**src/rtl/ysyx_24100029_wbu.sv**
```systemverilog
// ----------------------------------------------------------------------------
// ysyx_24100029_wbu -- writeback / commit stage
//
// Takes one retired instruction per cycle from the LSU stage, holds it for a
// single commit cycle and, on the edge that ends that cycle, updates the
// register file, the machine CSRs and the retired-instruction counter.
// An ebreak commit halts the core: the stage stops accepting entries and
// freezes its state until reset.
//
// Ports
//   clock, reset            sole clock, synchronous active-high reset
//   valid_last/ready_last   upstream handshake (ready_last = ~halt)
//   pc .. jump_flag         instruction fields from the LSU stage
//   rs1_addr/rs2_addr       combinational GPR read addresses
//   rs1_data/rs2_data       read data, bypassed from the committing entry
//   mstatus_o .. mcause_o   current machine CSR values (no bypass)
//   commit_*                commit-cycle view of the staged instruction
//   instret                 64-bit retired-instruction counter
//   halt                    sticky ebreak halt flag
// ----------------------------------------------------------------------------
module ysyx_24100029_wbu #(
    parameter logic [31:0] MSTATUS_RST = 32'h0000_1800
) (
    input  logic        clock,
    input  logic        reset,

    input  logic        valid_last,
    output logic        ready_last,
    input  logic [31:0] pc,
    input  logic [31:0] inst,
    input  logic        R_wen,
    input  logic [4:0]  rd,
    input  logic        mem_ren,
    input  logic [31:0] Ex_result,
    input  logic [31:0] LSU_Rdata,
    input  logic [3:0]  csr_wen,
    input  logic [31:0] csrs,
    input  logic        jump_flag,

    input  logic [4:0]  rs1_addr,
    input  logic [4:0]  rs2_addr,
    output logic [31:0] rs1_data,
    output logic [31:0] rs2_data,

    output logic [31:0] mstatus_o,
    output logic [31:0] mtvec_o,
    output logic [31:0] mepc_o,
    output logic [31:0] mcause_o,

    output logic        commit_valid,
    output logic [31:0] commit_pc,
    output logic [31:0] commit_inst,
    output logic        commit_jump,
    output logic [63:0] instret,
    output logic        halt
);

    localparam logic [31:0] EBREAK = 32'h0010_0073;

    // Stage registers
    logic        stage_valid;
    logic [31:0] pc_reg;
    logic [31:0] inst_reg;
    logic        R_wen_reg;
    logic [4:0]  rd_reg;
    logic        mem_ren_reg;
    logic [31:0] Ex_result_reg;
    logic [31:0] LSU_Rdata_reg;
    logic [3:0]  csr_wen_reg;
    logic [31:0] csrs_reg;
    logic        jump_flag_reg;

    // Architectural state
    logic [31:0] gpr [0:31];
    logic [31:0] mstatus;
    logic [31:0] mtvec;
    logic [31:0] mepc;
    logic [31:0] mcause;

    logic [31:0] wb_data;
    logic        gpr_we;
    logic        accept;

    assign ready_last = ~halt;
    assign accept     = valid_last & ready_last;
    assign wb_data    = mem_ren_reg ? LSU_Rdata_reg : Ex_result_reg;
    assign gpr_we     = stage_valid & R_wen_reg & (rd_reg != 5'd0);

    assign commit_valid = stage_valid;
    assign commit_pc    = pc_reg;
    assign commit_inst  = inst_reg;
    assign commit_jump  = jump_flag_reg;

    assign mstatus_o = mstatus;
    assign mtvec_o   = mtvec;
    assign mepc_o    = mepc;
    assign mcause_o  = mcause;

    // Write-first read ports: the committing entry's result is visible in the
    // same cycle so a dependent reader upstream never sees a stale value.
    always_comb begin
        // NOTE: every combinational output gets a default first so no path
        // leaves it unassigned, which would otherwise infer a latch.
        rs1_data = 32'd0;
        rs2_data = 32'd0;
        if (rs1_addr != 5'd0)
            rs1_data = (gpr_we && rs1_addr == rd_reg) ? wb_data : gpr[rs1_addr];
        if (rs2_addr != 5'd0)
            rs2_data = (gpr_we && rs2_addr == rd_reg) ? wb_data : gpr[rs2_addr];
    end

    // Pipeline stage, counters and CSRs. Once halted nothing moves, so the
    // whole update is gated by ~halt.
    // NOTE: sequential state uses non-blocking assignments so every register
    // samples pre-edge values regardless of statement order.
    always_ff @(posedge clock) begin
        if (reset) begin
            stage_valid   <= 1'b0;
            pc_reg        <= 32'd0;
            inst_reg      <= 32'd0;
            R_wen_reg     <= 1'b0;
            rd_reg        <= 5'd0;
            mem_ren_reg   <= 1'b0;
            Ex_result_reg <= 32'd0;
            LSU_Rdata_reg <= 32'd0;
            csr_wen_reg   <= 4'd0;
            csrs_reg      <= 32'd0;
            jump_flag_reg <= 1'b0;
            instret       <= 64'd0;
            halt          <= 1'b0;
            mstatus       <= MSTATUS_RST;
            mtvec         <= 32'd0;
            mepc          <= 32'd0;
            mcause        <= 32'd0;
        end else if (!halt) begin
            // Capture and commit can share an edge: the old entry commits
            // below from the current registers while the new one loads here.
            stage_valid <= accept;
            if (accept) begin
                pc_reg        <= pc;
                inst_reg      <= inst;
                R_wen_reg     <= R_wen;
                rd_reg        <= rd;
                mem_ren_reg   <= mem_ren;
                Ex_result_reg <= Ex_result;
                LSU_Rdata_reg <= LSU_Rdata;
                csr_wen_reg   <= csr_wen;
                csrs_reg      <= csrs;
                jump_flag_reg <= jump_flag;
            end

            if (stage_valid) begin
                instret <= instret + 64'd1;
                if (inst_reg == EBREAK)
                    halt <= 1'b1;
                if (csr_wen_reg[0])
                    mstatus <= csrs_reg;
                if (csr_wen_reg[1])
                    mtvec <= csrs_reg;
                // Trap entry (mepc and mcause together) records the trapping
                // pc; a lone mepc write takes the CSR operand instead.
                if (csr_wen_reg[2])
                    mepc <= csr_wen_reg[3] ? pc_reg : csrs_reg;
                if (csr_wen_reg[3])
                    mcause <= csrs_reg;
            end
        end
    end

    // Register file. x0 is held at zero and never written.
    // NOTE: the GPR array is reset explicitly because a cleared register file
    // is architecturally visible here; most memories should not be reset.
    always_ff @(posedge clock) begin
        if (reset) begin
            for (int i = 0; i < 32; i++)
                gpr[i] <= 32'd0;
        end else if (!halt && gpr_we) begin
            gpr[rd_reg] <= wb_data;
        end
    end

endmodule

```
**config.mk**
```make
export PLATFORM = sky130hd
export DESIGN_NAME = ysyx_24100029_wbu
export DESIGN_NICKNAME = d
export VERILOG_FILES = /design/src/rtl/ysyx_24100029_wbu.sv
export SDC_FILE = /design/constraint.sdc
export NUM_CORES = 2
export LEC_CHECK = 0
export BUFFER_PORTS_ARGS = -buffer_cell sky130_fd_sc_hd__buf_2
export CELL_PAD_IN_SITES_DETAIL_PLACEMENT = 1
export CELL_PAD_IN_SITES_GLOBAL_PLACEMENT = 2
export CORE_MARGIN = 4
export CORE_UTILIZATION = 45
export CTS_CLUSTER_DIAMETER = 30
export DETAILED_ROUTE_END_ITERATION = 10
export GPL_ROUTABILITY_DRIVEN = 0
export GPL_TIMING_DRIVEN = 0
export MAX_ROUTING_LAYER = met4
export PLACE_DENSITY_LB_ADDON = 0.1
export SLEW_MARGIN = 15
export SYNTH_ARGS = -nofsm -noshare
export SYNTH_HDL_FRONTEND = slang
export SYNTH_SLANG_ARGS = --single-unit
```
**constraint.sdc**
```tcl
create_clock -name clock -period 8.1 [get_ports clock]
set_input_delay 2.43 -clock clock [delete_from_list [all_inputs] [get_ports clock]]
set_output_delay 2.43 -clock clock [all_outputs]
set_load 0.005 [all_outputs]
```
; Yosys cells after proc, flatten, opt, wreduce, memory -nomap -nowiden
; Memory sizes are Yosys's and may differ from the RTL's.
; Cells that the tools add are included.
[totals]
reg_bits = 366
input_bits = 185
out_inout_bits = 324
n_memories = 1
ramBits = 1024
[op_classes]
add_sub_neg = 1
n_eq_ne = 3
reduce_logical = 14
n_bitwise = 4
mux = 17
[mem_list]
columns = name, words, width, rd, rd_clocked_by_memory_dff, wr, line
row1 = gpr, 32, 32, 2, 0, 32, 74  ; logic [31:0] gpr [0:31];
[ops]
columns = op, count
row1 = $mux W32, 7
row2 = $add A64 B1 Y64 const B, 1
row3 = $eq A32 B21 Y1 const B, 1
row4 = $reduce_or A32 Y1, 1
row5 = $reduce_bool A5 Y1, 3
row6 = $reduce_and A3 Y1, 4
row7 = $eq A5 B5 Y1, 2
row8 = $mux W1, 9
row9 = $mux W5, 1
row10 = $reduce_and A2 Y1, 2
row11 = $and A1 B1 Y1, 3
row12 = $logic_and A1 B1 Y1, 3
row13 = $logic_not A1 Y1, 1
row14 = $not A1 Y1, 1

; Depth between registers and ports, before layout
[depth]
ltp_word = 8
ltp_mapped = 10

; Least setup slack after synthesis
; OpenSTA, ideal clock, no wires.
[synth_path]
path_kind = input-to-output
startpoint = in rs2_addr[0]
endpoint = out rs2_data[29]
slack_ns = 1.325
arrival_time_ns = 4.345
t_required_ns = 5.670
n_path_buf = 4
path_stages = 7
path_cell_list = buf_2 -> buf_2 -> buf_2 -> buf_4 -> mux4_2 -> a221oi_1 -> a31oi_1
[synth_between]
elab_chain_cells = 4
elab_cells_between_ends = 6
classes_between = eq/ne: 1 / mux: 2 / reduce/logical: 2 / memory: 1
[synth_rtl]
columns = item, line
row1 = from (decl), 41  ; input logic [4:0] rs2_addr,
row2 = "parallel branches: the longest is 3 deep, another holds $mem_v2 Z32 W32", --
row3 = $mux W32 *, 108  ; if (rs2_addr != 5'd0)
row4 = to (decl), 43  ; output logic [31:0] rs2_data,
; Every way passes the cells marked *.

; Final worst setup path
[layout_path]
startpoint = in rs1_addr[4]
endpoint = out rs1_data[21]
[layout_between]
elab_chain_cells = 4
elab_cells_between_ends = 6
classes_between = eq/ne: 1 / mux: 2 / reduce/logical: 2 / memory: 1
[layout_rtl]
columns = item, line
row1 = from (decl), 40  ; input logic [4:0] rs1_addr,
row2 = "parallel branches: the longest is 3 deep, another holds $mem_v2 Z32 W32", --
row3 = $mux W32 *, 106  ; if (rs1_addr != 5'd0)
row4 = to (decl), 42  ; output logic [31:0] rs1_data,
; Marks and branches as above.

==> flow_summary.json <==
{
  "routed.top_layer": "met4",
  "yosys_warnings": 0,
  "powerDensity_mw_per_mm2": 280,
  "leakagePower_nw": 31.0,
  "syn_inst": 5508,
  "grt_pass1_vias": 58000,
  "path_class": "in2out",
  "ys_types": 63,
  "coreArea_mm2": 0.147,
  "rows": 141,
  "synth_area_leaders": "edfxtp_1 46%, mux4_2 15%, dfxtp_1 11%",
  "area_growth_pct": 27.0,
  "fp.dieW_um": 393,
  "clock_sinks": 1390,
  "clock_latency_ns": 0.93,
  "start_util_pct": 45.2,
  "drt-total-wl_mm": 352,
  "cts_root_buf": "clkbuf_16",
  "num_io_pins": 509,
  "synth_top_area_cell": "edfxtp_1",
  "synth.yosys.seq_area_share_pct": 57.1,
  "largest_register": "gpr",
  "path_clk_slew_ns": 0.04,
  "hpwl_mm": 253,
  "yosys_most_used_dff": "edfxtp_1",
  "outcome": "complete, but fails checks",
  "final_nets": 6604,
  "nFillCells": 15000,
  "slew_viol_final": 1,
  "grt-ovfl-total": 0,
  "tritoncts": "built",
  "dieArea_mm2": 0.155,
  "maxSlewHeadroom_pct": -1.16,
  "fin_crit_ns": 8.48,
  "synth-seq-cells": 1390,
  "wl_met1_mm": 115,
  "critPathBufInv": 5,
  "final-seq-area_mm2": 0.0381,
  "wl_met2_mm": 151,
  "synth_area_per_cell_um2": 12.1,
  "num_vias": 58700,
  "critPathMaxFanout": 11,
  "dpl.cell_count": 8017,
  "clockBufferDepth": 4,
  "numPortBuffers": 504,
  "syn_area_mm2": 0.0667,
  "violations": "design-rule violations, max-capacitance violations, max-slew violations, negative setup slack",
  "fin_ws_ns": -0.382,
  "finalSetupViolations": 46,
  "cts.hold.buffers_added": 0,
  "vdd_drop_max_uv": 220,
  "post-route-period-util_pct": 105,
  "numCtsBuffers": 334,
  "grt.total_usage_pct": 46.3,
  "hold_viol": 0,
  "largest_register_ffs": 1024,
  "multi_input_area_mm2": 0.0270,
  "dr.pass1.iters": 11,
  "ys_top_cells_by_count": "1,111 x nor2_1, 1,024 x edfxtp_1, 623 x nand2_1, 446 x mux4_2, 416 x clkbuf_1",
  "wl_per_cell_um": 40.5,
  "drtIter0Drc": 9556,
  "critPathTopFamily": "buffers and inverters",
  "vias_per_cell": 6.77,
  "worst_pin_slew_ns": 1.48,
  "grt_max_degree": 33,
  "async_reset_ff_share_pct": 0,
  "drive_gt1_share_pct": 27.2,
  "grt_pass1_wl_mm": 472,
  "stdcell_area_mm2": 0.0848,
  "place_area_mm2": 0.0728,
  "cp-end-kind": "output pin",
  "cp.arrival_ns": 6.05,
  "synth_edf_count": 1024,
  "clock.fmax_mhz": 118,
  "cp-start-kind": "primary input",
  "slowest_delay_ns": 0.60,
  "worst_clock_skew_ns": 0.0499,
  "hold_path_class": "reg2reg",
  "worst-endpoint-required_ns": 5.67,
  "synth_top_cell_area_share_pct": 46.1,
  "reg_top3": "gpr (1024), instret (64)",
  "slowest_stage": "a221oi_4",
  "r2r_slack_ns": 3.94,
  "yosysMostFrequentCell": "nor2_1",
  "drv_cap": 1,
  "drc": 3,
  "instances_no_fill": 8680,
  "die_h_um": 393,
  "cts_max_level": 5,
  "postRouteAntennaNets": 0,
  "crit_chain": "buf_2 -> clkbuf_2 -> clkbuf_2 -> clkbuf_4 -> nand2_2 -> a221oi_4 -> o21ai_0 -> a31oi_2 -> buf_2",
  "dr_wl_met3_mm": 54.6,
  "antenna_found_initial": 77
}
## repair_timing
item | 4_1_cts | 5_1_grt
resized for setup | 174 | 56
buffers inserted | 0 | 2
endpoints found under the setup margin | 64 | 45
pin swaps | 3 | 3
## worst min-delay path: stages, from the launching register on
cell	delay, ns
dfxtp_1	0.30
nand2_1	0.05
a21oi_1	0.05
## cells in the final DEF (no fill, tap or decap), types with 33 or more instances in the layout
cell type	n
a211oi_1	71
diode_2	82
nand2_1	621
o22ai_1	44
clkbuf_1	374
buf_4	49
buf_2	537
clkinv_2	59
a22oi_1	67
a221oi_1	50
nor2_1	1104
clkbuf_16	339
nand3_1	33
mux4_2	446
dfxtp_1	366
edfxtp_1	1024
a21oi_1	337
bufinv_16	41
o21ai_0	60
or3_1	36
mux2i_1	243
clkbuf_2	54
## final timing paths
check	depth (start not counted)	endpoint	start
worst max-delay path	9	rs1_data[21]	rs1_addr[4]
worst min-delay path	2	LSU_Rdata_reg[23]$_SDFFE_PP0P_	LSU_Rdata_reg[23]$_SDFFE_PP0P_
worst max register to register	6	gpr[13][16]$_SDFFCE_PN0P_	commit_valid$_SDFFE_PP0N_
worst min register to register	2	LSU_Rdata_reg[23]$_SDFFE_PP0P_	LSU_Rdata_reg[23]$_SDFFE_PP0P_
## area by class of cell
| class | instances | share of cell area (%) |
|---|---|---|
| plain buffers | 530 | 3.02 |
| inverters | 17 | 0.0753 |
| flip-flops and latches | 1390 | 44.9 |
| repair buffers | 550 | 4.01 |
| clock inverters | 194 | 2.58 |
| multi-input cells | 3595 | 31.9 |
| clock buffers | 392 | 10.4 |
| well taps | 1930 | 2.85 |
| diodes | 82 | 0.242 |
## per-layer routing
layer | up-vias | GRT usage, %
li1 | 22500 | -
met2 | 5226 | 65.6
met5 | - | -
met3 | 1489 | 22.1
met1 | 29500 | 51.2
met4 | 0 | 32.3
## where the power goes
part	internal (W)	switching, W
clock network	0.00905	0.00437
logic	0.000703	0.00157
registers	0.00789	0.000170
## cells by family (layout without fill, tap and decap cells)
kind of cell    after synthesis  count (layout)  share of synthesized area (%)
mux                         712             712                           19.1
xor+xnor                     37              37                          0.486
compound gates              775             775                           7.38
other cells                   1             114                        0.00562
simple gates               2038            2038                           12.7
fa+ha+maj                     1               1                         0.0187
flops                      1390            1390                           57.1
buf+inv                     554            1683                           3.31
## through the flow
| stage | power (W) | setup TNS [ns] | util [%] | worst slack [ns] | hold slack [ns] |
|---|---|---|---|---|---|
| 2_1_floorplan | 0.00912 | 0 | - | 1.32 | 0.432 |
| 3_3_place_gp | 0.0102 | -136.23 | 48.7 | -2.33 | 0.439 |
| 3_5_place_dp | 0.0102 | -50.03 | 49.4 | -1.37 | 0.447 |
| 4_1_cts | 0.0235 | -0.129 | 57.2 | -0.0931 | 0.453 |
| 5_1_grt | 0.0241 | -0.136 | 57.5 | -0.0595 | 0.478 |
| 6_report | 0.0237 | -7.21 | 57.5 | -0.382 | 0.454 |
(Power assumes the default switching activity.)
